## src/rtl/ntsc_timing_pkg.sv

```systemverilog
// NTSC line/frame timing constants, line-state and video_sel encodings.
// Shared by the counter, the sequencer top and the fetch interface users.
package ntsc_timing_pkg;

  localparam int unsigned LineClks   = 3175;
  localparam int unsigned HsyncClks  = 235;
  localparam int unsigned BreezeClks = 30;
  localparam int unsigned BurstClks  = 125;
  localparam int unsigned BporchClks = 80;
  localparam int unsigned FporchClks = 75;
  localparam int unsigned PixClks    = 10;
  localparam int unsigned HPixels    = 256;
  localparam int unsigned VLines     = 262;
  localparam int unsigned VFirst     = 22;
  localparam int unsigned VPixels    = 240;
  localparam int unsigned PixOffset  = 35;   // active start to first pixel

  localparam logic [5:0] BurstColour  = 6'h08;
  localparam logic [5:0] BorderColour = 6'h0F;

  localparam int unsigned HCntW = 12;
  localparam int unsigned VCntW = 9;
  localparam int unsigned PhW   = 4;

  // Horizontal boundaries (state starts) and derived pixel-fetch points.
  localparam logic [HCntW-1:0] HLast       = HCntW'(LineClks - 1);
  localparam logic [HCntW-1:0] HBreeze     = HCntW'(HsyncClks);
  localparam logic [HCntW-1:0] HBurst      = HCntW'(HsyncClks + BreezeClks);
  localparam logic [HCntW-1:0] HBporch     = HCntW'(HsyncClks + BreezeClks + BurstClks);
  localparam logic [HCntW-1:0] HActive     = HCntW'(HsyncClks + BreezeClks + BurstClks +
                                                    BporchClks);
  localparam logic [HCntW-1:0] HFporch     = HCntW'(LineClks - FporchClks);
  localparam logic [HCntW-1:0] HPixStart   = HCntW'(HsyncClks + BreezeClks + BurstClks +
                                                    BporchClks + PixOffset);
  localparam logic [HCntW-1:0] HPixEnd     = HCntW'(HsyncClks + BreezeClks + BurstClks +
                                                    BporchClks + PixOffset + HPixels * PixClks);
  localparam logic [HCntW-1:0] HReqStart   = HPixStart - HCntW'(PixClks);
  localparam logic [HCntW-1:0] HReqLast    = HPixEnd - HCntW'(2 * PixClks);
  localparam logic [HCntW-1:0] HReqPrep    = HReqStart - HCntW'(1);
  localparam logic [HCntW-1:0] HVsyncBlank = HCntW'(LineClks - HsyncClks);

  localparam logic [PhW-1:0] PhLast = PhW'(PixClks - 1);

  // Vertical boundaries.
  localparam logic [VCntW-1:0] VLast       = VCntW'(VLines - 1);
  localparam logic [VCntW-1:0] VFirstLine  = VCntW'(VFirst);
  localparam logic [VCntW-1:0] VEndLine    = VCntW'(VFirst + VPixels);
  localparam logic [VCntW-1:0] VNoBurstEnd = VCntW'(9);
  localparam logic [VCntW-1:0] VVsyncFirst = VCntW'(3);
  localparam logic [VCntW-1:0] VVsyncLast  = VCntW'(5);

  typedef enum logic [2:0] {
    StSync, StBreeze, StBurst, StBporch, StActive, StFporch
  } line_state_e;

  typedef enum logic [1:0] {
    SelSync   = 2'd0,
    SelBlank  = 2'd1,
    SelBurst  = 2'd2,
    SelActive = 2'd3
  } video_sel_e;

  function automatic line_state_e decode_state(input logic [HCntW-1:0] h);
    line_state_e st;
    if (h < HBreeze)      st = StSync;
    else if (h < HBurst)  st = StBreeze;
    else if (h < HBporch) st = StBurst;
    else if (h < HActive) st = StBporch;
    else if (h < HFporch) st = StActive;
    else                  st = StFporch;
    return st;
  endfunction

endpackage

```

## src/rtl/ntsc_line_sequencer_if.sv

```systemverilog
// Frame-buffer pixel fetch handshake: request with column/row, valid with colour.
interface ntsc_line_sequencer_if;
  logic       pix_req;
  logic [7:0] pix_x;
  logic [7:0] pix_y;
  logic       pix_valid;
  logic [5:0] pix_colour;

  modport master (output pix_req, pix_x, pix_y, input pix_valid, pix_colour);
  modport slave  (input pix_req, pix_x, pix_y, output pix_valid, pix_colour);
endinterface

```

## src/rtl/ntsc_hv_counter.sv

```systemverilog
// Horizontal/vertical position counters with registered line/frame start pulses.
module ntsc_hv_counter
  import ntsc_timing_pkg::*;
(
  input  logic             clk,
  input  logic             reset,
  output logic [HCntW-1:0] h_cnt_o,
  output logic [VCntW-1:0] v_cnt_o,
  output logic             line_start_o,
  output logic             frame_start_o
);

  logic [HCntW-1:0] h_q, h_d;
  logic [VCntW-1:0] v_q, v_d;
  logic             line_start_q, frame_start_q;

  // Next position: h wraps at line end, v steps on that wrap.
  always_comb begin
    h_d = h_q + 1'b1;
    v_d = v_q;
    if (h_q == HLast) begin
      h_d = '0;
      v_d = (v_q == VLast) ? '0 : v_q + 1'b1;
    end
  end

  // Counters and pulses; pulses share the one-cycle output latency of the video path.
  always_ff @(posedge clk or posedge reset) begin
    if (reset) begin
      h_q           <= '0;
      v_q           <= '0;
      line_start_q  <= 1'b0;
      frame_start_q <= 1'b0;
    end else begin
      h_q           <= h_d;
      v_q           <= v_d;
      line_start_q  <= (h_q == '0);
      frame_start_q <= (h_q == '0) && (v_q == '0);
    end
  end

  assign h_cnt_o       = h_q;
  assign v_cnt_o       = v_q;
  assign line_start_o  = line_start_q;
  assign frame_start_o = frame_start_q;

endmodule

```

## src/rtl/ntsc_line_sequencer.sv

```systemverilog
// NTSC line sequencer: decodes line state from h/v position, drives the colour
// code and DAC level-select (registered), and fetches pixels one pixel ahead.
// Build option: VSYNC_SERRATION_EN selects equalizing/serrated vertical sync;
// without it lines 3..5 carry a plain broad sync pulse.
module ntsc_line_sequencer
  import ntsc_timing_pkg::*;
(
  input  logic                         clk,
  input  logic                         reset,
  ntsc_line_sequencer_if.master        fetch_if,
  output logic [5:0]                   colour_num_o,
  output logic [1:0]                   video_sel_o,
  output logic                         line_start_o,
  output logic                         frame_start_o,
  output logic                         underrun_o
);

`ifdef VSYNC_SERRATION_EN
  localparam logic [HCntW-1:0] HEqEnd     = HCntW'(115);
  localparam logic [HCntW-1:0] HHalf      = HCntW'(1587);
  localparam logic [HCntW-1:0] HHalfEqEnd = HCntW'(1587 + 115);
  localparam logic [HCntW-1:0] HSerrGap   = HCntW'(1587 - 235);
  logic eq_line;
`endif

  logic [HCntW-1:0] h_cnt;
  logic [VCntW-1:0] v_cnt;
  line_state_e      state;
  logic             vis_line, no_burst_line, vsync_line, in_window;
  logic             boundary, take, deadline, issue;
  logic [5:0]       shown;

  video_sel_e       sel_q, sel_d;
  logic [5:0]       colour_q, colour_d;
  logic             req_q, req_d, pend_q, pend_d, got_q, got_d, under_q, under_d;
  logic [7:0]       x_q, x_d, y_q, y_d, n_q, n_d;
  logic [5:0]       buf_q, buf_d, cur_q, cur_d;
  logic [PhW-1:0]   ph_q, ph_d;

  ntsc_hv_counter u_hv (
    .clk          (clk),
    .reset        (reset),
    .h_cnt_o      (h_cnt),
    .v_cnt_o      (v_cnt),
    .line_start_o (line_start_o),
    .frame_start_o(frame_start_o)
  );

  assign state         = decode_state(h_cnt);
  assign vis_line      = (v_cnt >= VFirstLine) && (v_cnt < VEndLine);
  assign no_burst_line = (v_cnt < VNoBurstEnd);
  assign vsync_line    = (v_cnt >= VVsyncFirst) && (v_cnt <= VVsyncLast);
  assign in_window     = vis_line && (h_cnt >= HPixStart) && (h_cnt < HPixEnd);
  // ph_q is zero on every pixel boundary from HReqStart onward.
  assign boundary      = (ph_q == '0);
  assign deadline      = in_window && boundary;
  assign issue         = vis_line && boundary && (h_cnt >= HReqStart) && (h_cnt <= HReqLast);
  assign take          = pend_q && fetch_if.pix_valid;
`ifdef VSYNC_SERRATION_EN
  assign eq_line       = no_burst_line && !vsync_line;
`endif

  // Fetch pipeline: request pixel n one pixel early, resolve it at its boundary.
  always_comb begin
    ph_d    = (h_cnt == HReqPrep || ph_q == PhLast) ? '0 : ph_q + 1'b1;
    n_d     = (h_cnt == HReqPrep) ? '0 : n_q;
    req_d   = 1'b0;
    x_d     = x_q;
    y_d     = y_q;
    pend_d  = pend_q;
    got_d   = got_q;
    buf_d   = buf_q;
    cur_d   = cur_q;
    under_d = under_q;
    shown   = cur_q;
    if (take) begin
      buf_d = fetch_if.pix_colour;
      got_d = 1'b1;
    end
    if (deadline) begin
      if (take)       shown = fetch_if.pix_colour;
      else if (got_q) shown = buf_q;
      else begin
        shown   = BorderColour;
        under_d = 1'b1;
      end
      cur_d  = shown;
      pend_d = 1'b0;
      got_d  = 1'b0;
    end
    // The next request shares the cycle with the previous pixel's deadline.
    if (issue) begin
      req_d  = 1'b1;
      x_d    = n_q;
      y_d    = 8'(v_cnt - VFirstLine);
      n_d    = n_q + 1'b1;
      pend_d = 1'b1;
      got_d  = 1'b0;
    end
  end

  // Video level-select and colour code for the current position.
  always_comb begin
    sel_d    = SelBlank;
    colour_d = BorderColour;
    unique case (state)
      StSync:   sel_d = SelSync;
      StBurst: begin
        if (!no_burst_line) begin
          sel_d    = SelBurst;
          colour_d = BurstColour;
        end
      end
      StActive: begin
        sel_d = SelActive;
        if (in_window) colour_d = shown;
      end
      default:  sel_d = SelBlank;
    endcase
`ifdef VSYNC_SERRATION_EN
    if (eq_line) begin
      sel_d    = (h_cnt < HEqEnd || (h_cnt >= HHalf && h_cnt < HHalfEqEnd)) ? SelSync : SelBlank;
      colour_d = BorderColour;
    end
    if (vsync_line) begin
      sel_d    = ((h_cnt >= HSerrGap && h_cnt < HHalf) || h_cnt >= HVsyncBlank) ?
                 SelBlank : SelSync;
      colour_d = BorderColour;
    end
`else
    if (vsync_line) sel_d = (h_cnt < HVsyncBlank) ? SelSync : SelBlank;
`endif
  end

  // Output and fetch state registers.
  always_ff @(posedge clk or posedge reset) begin
    if (reset) begin
      sel_q    <= SelSync;
      colour_q <= BorderColour;
      req_q    <= 1'b0;
      x_q      <= '0;
      y_q      <= '0;
      n_q      <= '0;
      pend_q   <= 1'b0;
      got_q    <= 1'b0;
      buf_q    <= BorderColour;
      cur_q    <= BorderColour;
      under_q  <= 1'b0;
      ph_q     <= '0;
    end else begin
      sel_q    <= sel_d;
      colour_q <= colour_d;
      req_q    <= req_d;
      x_q      <= x_d;
      y_q      <= y_d;
      n_q      <= n_d;
      pend_q   <= pend_d;
      got_q    <= got_d;
      buf_q    <= buf_d;
      cur_q    <= cur_d;
      under_q  <= under_d;
      ph_q     <= ph_d;
    end
  end

  assign colour_num_o     = colour_q;
  assign video_sel_o      = sel_q;
  assign underrun_o       = under_q;
  assign fetch_if.pix_req = req_q;
  assign fetch_if.pix_x   = x_q;
  assign fetch_if.pix_y   = y_q;

endmodule

```

## src/flat_wrapper.sv

```systemverilog
// flat-port wrapper written by rule: the top's interface ports become plain ports
module ntsc_line_sequencer_flat import ntsc_timing_pkg::*;
  (clk, reset, colour_num_o, video_sel_o, line_start_o, frame_start_o, underrun_o, fetch_if_pix_req, fetch_if_pix_x, fetch_if_pix_y, fetch_if_pix_valid, fetch_if_pix_colour);
  ntsc_line_sequencer_if fetch_if_i ();
  input  logic clk;
  input  logic reset;
  output logic [5:0] colour_num_o;
  output logic [1:0] video_sel_o;
  output logic line_start_o;
  output logic frame_start_o;
  output logic underrun_o;
  output wire logic [$bits(fetch_if_i.pix_req)-1:0] fetch_if_pix_req;
  output wire logic [$bits(fetch_if_i.pix_x)-1:0] fetch_if_pix_x;
  output wire logic [$bits(fetch_if_i.pix_y)-1:0] fetch_if_pix_y;
  input wire logic [$bits(fetch_if_i.pix_valid)-1:0] fetch_if_pix_valid;
  input wire logic [$bits(fetch_if_i.pix_colour)-1:0] fetch_if_pix_colour;
  assign fetch_if_pix_req = fetch_if_i.pix_req;
  assign fetch_if_pix_x = fetch_if_i.pix_x;
  assign fetch_if_pix_y = fetch_if_i.pix_y;
  assign fetch_if_i.pix_valid = fetch_if_pix_valid;
  assign fetch_if_i.pix_colour = fetch_if_pix_colour;
  ntsc_line_sequencer u_core (.clk(clk), .reset(reset), .fetch_if(fetch_if_i), .colour_num_o(colour_num_o), .video_sel_o(video_sel_o), .line_start_o(line_start_o), .frame_start_o(frame_start_o), .underrun_o(underrun_o));
endmodule
```

## config.mk

```make
export PLATFORM = sky130hd
export DESIGN_NAME = ntsc_line_sequencer_flat
export DESIGN_NICKNAME = d
export VERILOG_FILES = /design/src/rtl/ntsc_timing_pkg.sv /design/src/rtl/ntsc_line_sequencer_if.sv /design/src/rtl/ntsc_hv_counter.sv /design/src/rtl/ntsc_line_sequencer.sv /design/src/flat_wrapper.sv
export SDC_FILE = /design/constraint.sdc
export NUM_CORES = 1
export LEC_CHECK = 0
export BUFFER_PORTS_ARGS = -buffer_cell sky130_fd_sc_hd__buf_2
export CAP_MARGIN = 20
export CELL_PAD_IN_SITES_DETAIL_PLACEMENT = 0
export CELL_PAD_IN_SITES_GLOBAL_PLACEMENT = 1
export CORE_MARGIN = 4
export CORE_UTILIZATION = 40
export CTS_CLUSTER_DIAMETER = 40
export DETAILED_ROUTE_END_ITERATION = 8
export HOLD_SLACK_MARGIN = 0.08
export MAX_ROUTING_LAYER = met4
export PLACE_DENSITY_LB_ADDON = 0.3
export REMOVE_ABC_BUFFERS = 1
export SETUP_SLACK_MARGIN = 0.15
export SYNTH_ARGS = -nofsm -noshare
export SYNTH_HDL_FRONTEND = slang
export SYNTH_SLANG_ARGS = --single-unit
```

## constraint.sdc

```tcl
create_clock -name clk -period 7.3 [get_ports clk]
set_clock_uncertainty 0.2 [all_clocks]
set_input_delay 1.095 -clock clk [delete_from_list [all_inputs] [get_ports clk]]
set_output_delay 1.095 -clock clk [all_outputs]
set_load 0.02 [all_outputs]
```

==> impl.org <==
** Outcome
- The flow ran to the end, and the final reports show no timing, DRC or antenna violations.

** Timing
- Min cycle time layout :: 2.99 ns
- The hold violation count in the final report came to 0.
- Tcrit/Tclk final :: 40.9%
- For the pin with the worst max-slew slack, the measured transition is 0.931 ns.
- TNS Setup :: 0 ns
- Finish-stage setup viols :: 0
- The number of pins with negative max-slew slack in the final report is 0.
- Fmax achieved :: 0.335 GHz
- In this run the tightest slew margin relative to its limit is 37.9%.
- On the final layout, the worst hold slack is 0.258 ns.
- Unrepaired setup endpoints after global routing :: false

** Global route
- The initial antenna violation count is 0.
- In this run the most used layer during global routing was met2.
- For this run the aggregate overflow at the end of global routing stands at 0.
- Entering global routing, the biggest net connects 76 pins.
- The number of global-route vias before repair was 2959.
- Met1 usage in global routing :: 21.4%
- GRT Util Overall :: 15.8%
- Met3 Resource Use GR :: 3.55%
- For this run, global-route usage on met2 was measured as 23.8%.
- Wire length of the first global-routing pass :: 14.4 mm

** Die
- Measured along the y axis, the die boundary spans 109 um.
- Pin placement for this block handled 37 I/O pins.
- The floorplan has 36 rows.
- Once the floorplan was initialized, standard cells occupied 41.3% of the core.
- In this run the standard cell core region covers 0.00982 mm^2.
- In this run the horizontal extent of the chip is 109 um.
- The floorplan step defined a die boundary enclosing 0.0118 mm^2.

** Clock tree
- Gates resized during post-CTS repair numbered 0.
- Clock network latency to the later pin of the worst-skew pair :: 0.35 ns
- In this run, post-CTS hold repair placed 0 buffers.
- No sink is reached through more buffers than the 2 on the longest clock path.
- Number of clock buffers inserted by TritonCTS :: 9
- Clock sinks :: 75
- Clock tree from TritonCTS :: yes
- Root buf cell :: sky130_fd_sc_hd__clkbuf_8
- CTS H-tree depth :: 3
- Number of buffers added for setup after CTS :: 0
- Clock-pin slew was measured on the worst setup and hold paths at 0.08 ns.

** Yosys
- Mean cell area of the mapped netlist :: 10.3 um^2
- Combinational family with the most area after synthesis :: simple AND/OR/NAND/NOR gates
- The synthesized netlist devotes 5.24% of its cell area to adder and majority cells.
- After synthesis, flip-flops and latches occupy 46.6% of the total area.
- Compound-cell area share of the yosys netlist :: 10.9%
- Synth Flop Type :: sky130_fd_sc_hd__dfrtp_1
- The mapped netlist covers 0.00406 mm^2.
- The synthesized netlist devotes 19.5% of its cell area to simple gates.
- Multiplexer fraction of the synthesized cell area :: 8.73%
- Post-synthesis async set-or-reset flop share :: 100%
- The netlist uses 58 different library cells.
- Synth Area in XOR/XNOR :: 4.75%
- Count of flip-flops with a built-in enable after synthesis :: 0
- Synthesis produced 394 cells.
- During synthesis, Yosys emitted a total of 0 warnings.
- After synthesis the netlist holds a flip-flop and latch count of 75.

** Final layout
- Sequential cell area in the final layout :: 0.00189 mm^2
- Post-route cell area :: 0.00454 mm^2
- Fill cells in the final layout number 940.
- Most frequent cells in the layout :: sky130_fd_sc_hd__dfrtp_1, sky130_fd_sc_hd__nor2_1, sky130_fd_sc_hd__buf_2
- Of the cells placed in the final design, the portion with a size suffix greater than 1 is 24.6%.
- The multi-input combinational cells in the finished layout cover a total of 0.00200 mm^2.
- 0 antenna diodes ended up in the layout.
- Number of nets in the finished design :: 444
- The area growth from synthesis to layout is 11.8%.
- Leaving out fill and tap cells, the most frequent cell in the layout is sky130_fd_sc_hd__dfrtp_1.

** Flow run
- Max-cap violations :: 0

** Route
- The first detailed-routing pass took 5 iterations.
- Number of remaining DRC errors :: 0
- Final wirelength :: 8.38 mm
- Number of violations reported at the end of detailed-routing iteration 0 :: 166
- Via density per instance :: 5.32
- The routed layout has 2956 vias.
- After detailed routing, the average wire length per cell comes to 15.1 um.
- Final antenna-violating net count :: 0

** Worst setup path
- By startpoint and endpoint, the worst setup path is classified as reg2reg.
- The worst setup path is launched from a flop.
- On the critical path, the stage with the largest delay is an instance of sky130_fd_sc_hd__nor2_4.
- Largest driver fanout on the critical path :: 25
- Buf+Inv Stages, Crit Path :: 0
- At the worst endpoint, the required time is 7.33 ns.
- Traced cell by cell, the critical path runs through nand4_1 -> o21ai_0 -> o311ai_2 -> nor2_4 -> mux2_2.
- Data arrives at the worst endpoint at 3.02 ns.
- Highest cell delay on the worst timing path :: 0.61 ns
- Crit path capture type :: flop
- Category of cells accounting for the largest share of critical-path delay :: simple AND/OR/NAND/NOR gates

** Worst hold path
- The worst hold path belongs to the class reg2reg.

** Power and ir drop
- Summed over all cells, the static leakage comes to 2.09 nW.
- The worst-case IR drop observed on VDD is 92.7 uV.
- Dividing total power by cell area gives a power density of 174 mW/mm^2.

** Placement
- Placed standard-cell area :: 0.00431 mm^2
- Detailed placement HPWL :: 5.80 mm
- Number of port buffers :: 36
- Weighted congestion at the end of routability-driven global placement :: 0.819
## sequential cells by signal (all words and copies together) (netlist names)
signal,flops
u_core.u_hv.v_cnt_o,9
u_core.got_q,1
u_core.fetch_if.pix_req,1
u_core.ph_q,4
u_core.fetch_if.pix_x,8
u_core.u_hv.h_cnt_o,12
u_core.cur_q,6
u_core.buf_q,6
u_core.video_sel_o,2
u_core.u_hv.frame_start_o,1
u_core.underrun_o,1
u_core.pend_q,1
u_core.fetch_if.pix_y,8
u_core.n_q,8
u_core.colour_num_o,6
u_core.u_hv.line_start_o,1
## cell type report
class | instances | area share [%]
Sequential cell | 75 | 41.7
Clock inverter | 6 | 1.93
Timing Repair Buffer | 38 | 4.30
Tap cell | 133 | 3.67
Multi-Input combinational cell | 277 | 44.0
Clock buffer | 10 | 3.03
Inverter | 17 | 1.41
## worst register-to-register path: cells and delay by family, from the launching register on
kind / cells / cell delay [ns]
mux: 1 / 0.42
simple gates: 2 / 0.98
compound gates: 2 / 0.70
flops: 1 / 0.58
## path summary, 6_finish.rpt
check | endpoint | slack (ns) | from | depth (start not counted)
worst min-delay path | u_core.underrun_o$_DFFE_PP0P_ | 0.26 | u_core.underrun_o$_DFFE_PP0P_ | 1
max in group asynchronous | u_core.u_hv.h_cnt_o[0]$_DFF_PP0_ | 5.48 | reset | 3
worst min register to register | u_core.underrun_o$_DFFE_PP0P_ | 0.26 | u_core.underrun_o$_DFFE_PP0P_ | 1
min in group asynchronous | u_core.fetch_if.pix_x[6]$_DFFE_PP0P_ | 0.82 | reset | 3
worst max register to register | u_core.fetch_if.pix_x[3]$_DFFE_PP0P_ | 4.31 | u_core.u_hv.h_cnt_o[7]$_DFF_PP0_ | 5
worst max-delay path | u_core.fetch_if.pix_x[3]$_DFFE_PP0P_ | 4.31 | u_core.u_hv.h_cnt_o[7]$_DFF_PP0_ | 5
## synth_stat cells, drive strengths merged, types with 4 or more instances
master,count,area share (%)
nand2,24,2.2
a21o,5,0.93
mux2i,5,1.2
nand3,13,1.6
buf,6,0.86
xnor2,12,2.6
a221o,4,0.99
a21oi,9,1.1
nand4,7,1.1
xor2,10,2.2
or3,5,0.77
dfstp,12,7.8
dfrtp,63,39
mux2,27,7.5
a31oi,8,1.2
nor2,37,3.6
inv,17,1.6
o21ai,15,1.9
nor2b,8,1.2
ha,17,5.2
and3,6,0.93
nor3,16,2.3
clkbuf,19,1.8
## logic make-up after synthesis
group / after synthesis
buffers and inverters: 42
flip-flops: 75
adder cells (fa/ha/maj): 17
AND/OR/NAND/NOR: 143
AO/OA/AOI/OAI: 63
multiplexers: 32
XOR/XNOR: 22
## power by group
part           leakage [nW]  total, mW  switching, mW  internal (mW)
clock                 0.107      0.363          0.161          0.202
combinational          1.01     0.0106        0.00867        0.00192
sequential            0.981      0.415              0          0.415
## metrics by stage
| step | instances | worst slack [ns] | total power [mW] | utilization [%] |
|---|---|---|---|---|
| floorplan | 369 | 4.11 | 0.429 | - |
| global placement | 540 | 4.42 | 0.435 | 43.9 |
| detailed placement | 540 | 4.32 | 0.435 | 43.9 |
| CTS | 556 | 4.31 | 0.798 | 46.2 |
| global route | 556 | 4.09 | 0.819 | 46.2 |
| finish | 556 | 4.31 | 0.789 | 46.2 |
## layer usage
layer	wire length, um	up-vias
li1	-	1453
met5	0	-
met4	59	0
met1	4060	1434
met3	380	4
met2	3880	65
(Power assumes the default switching activity.)
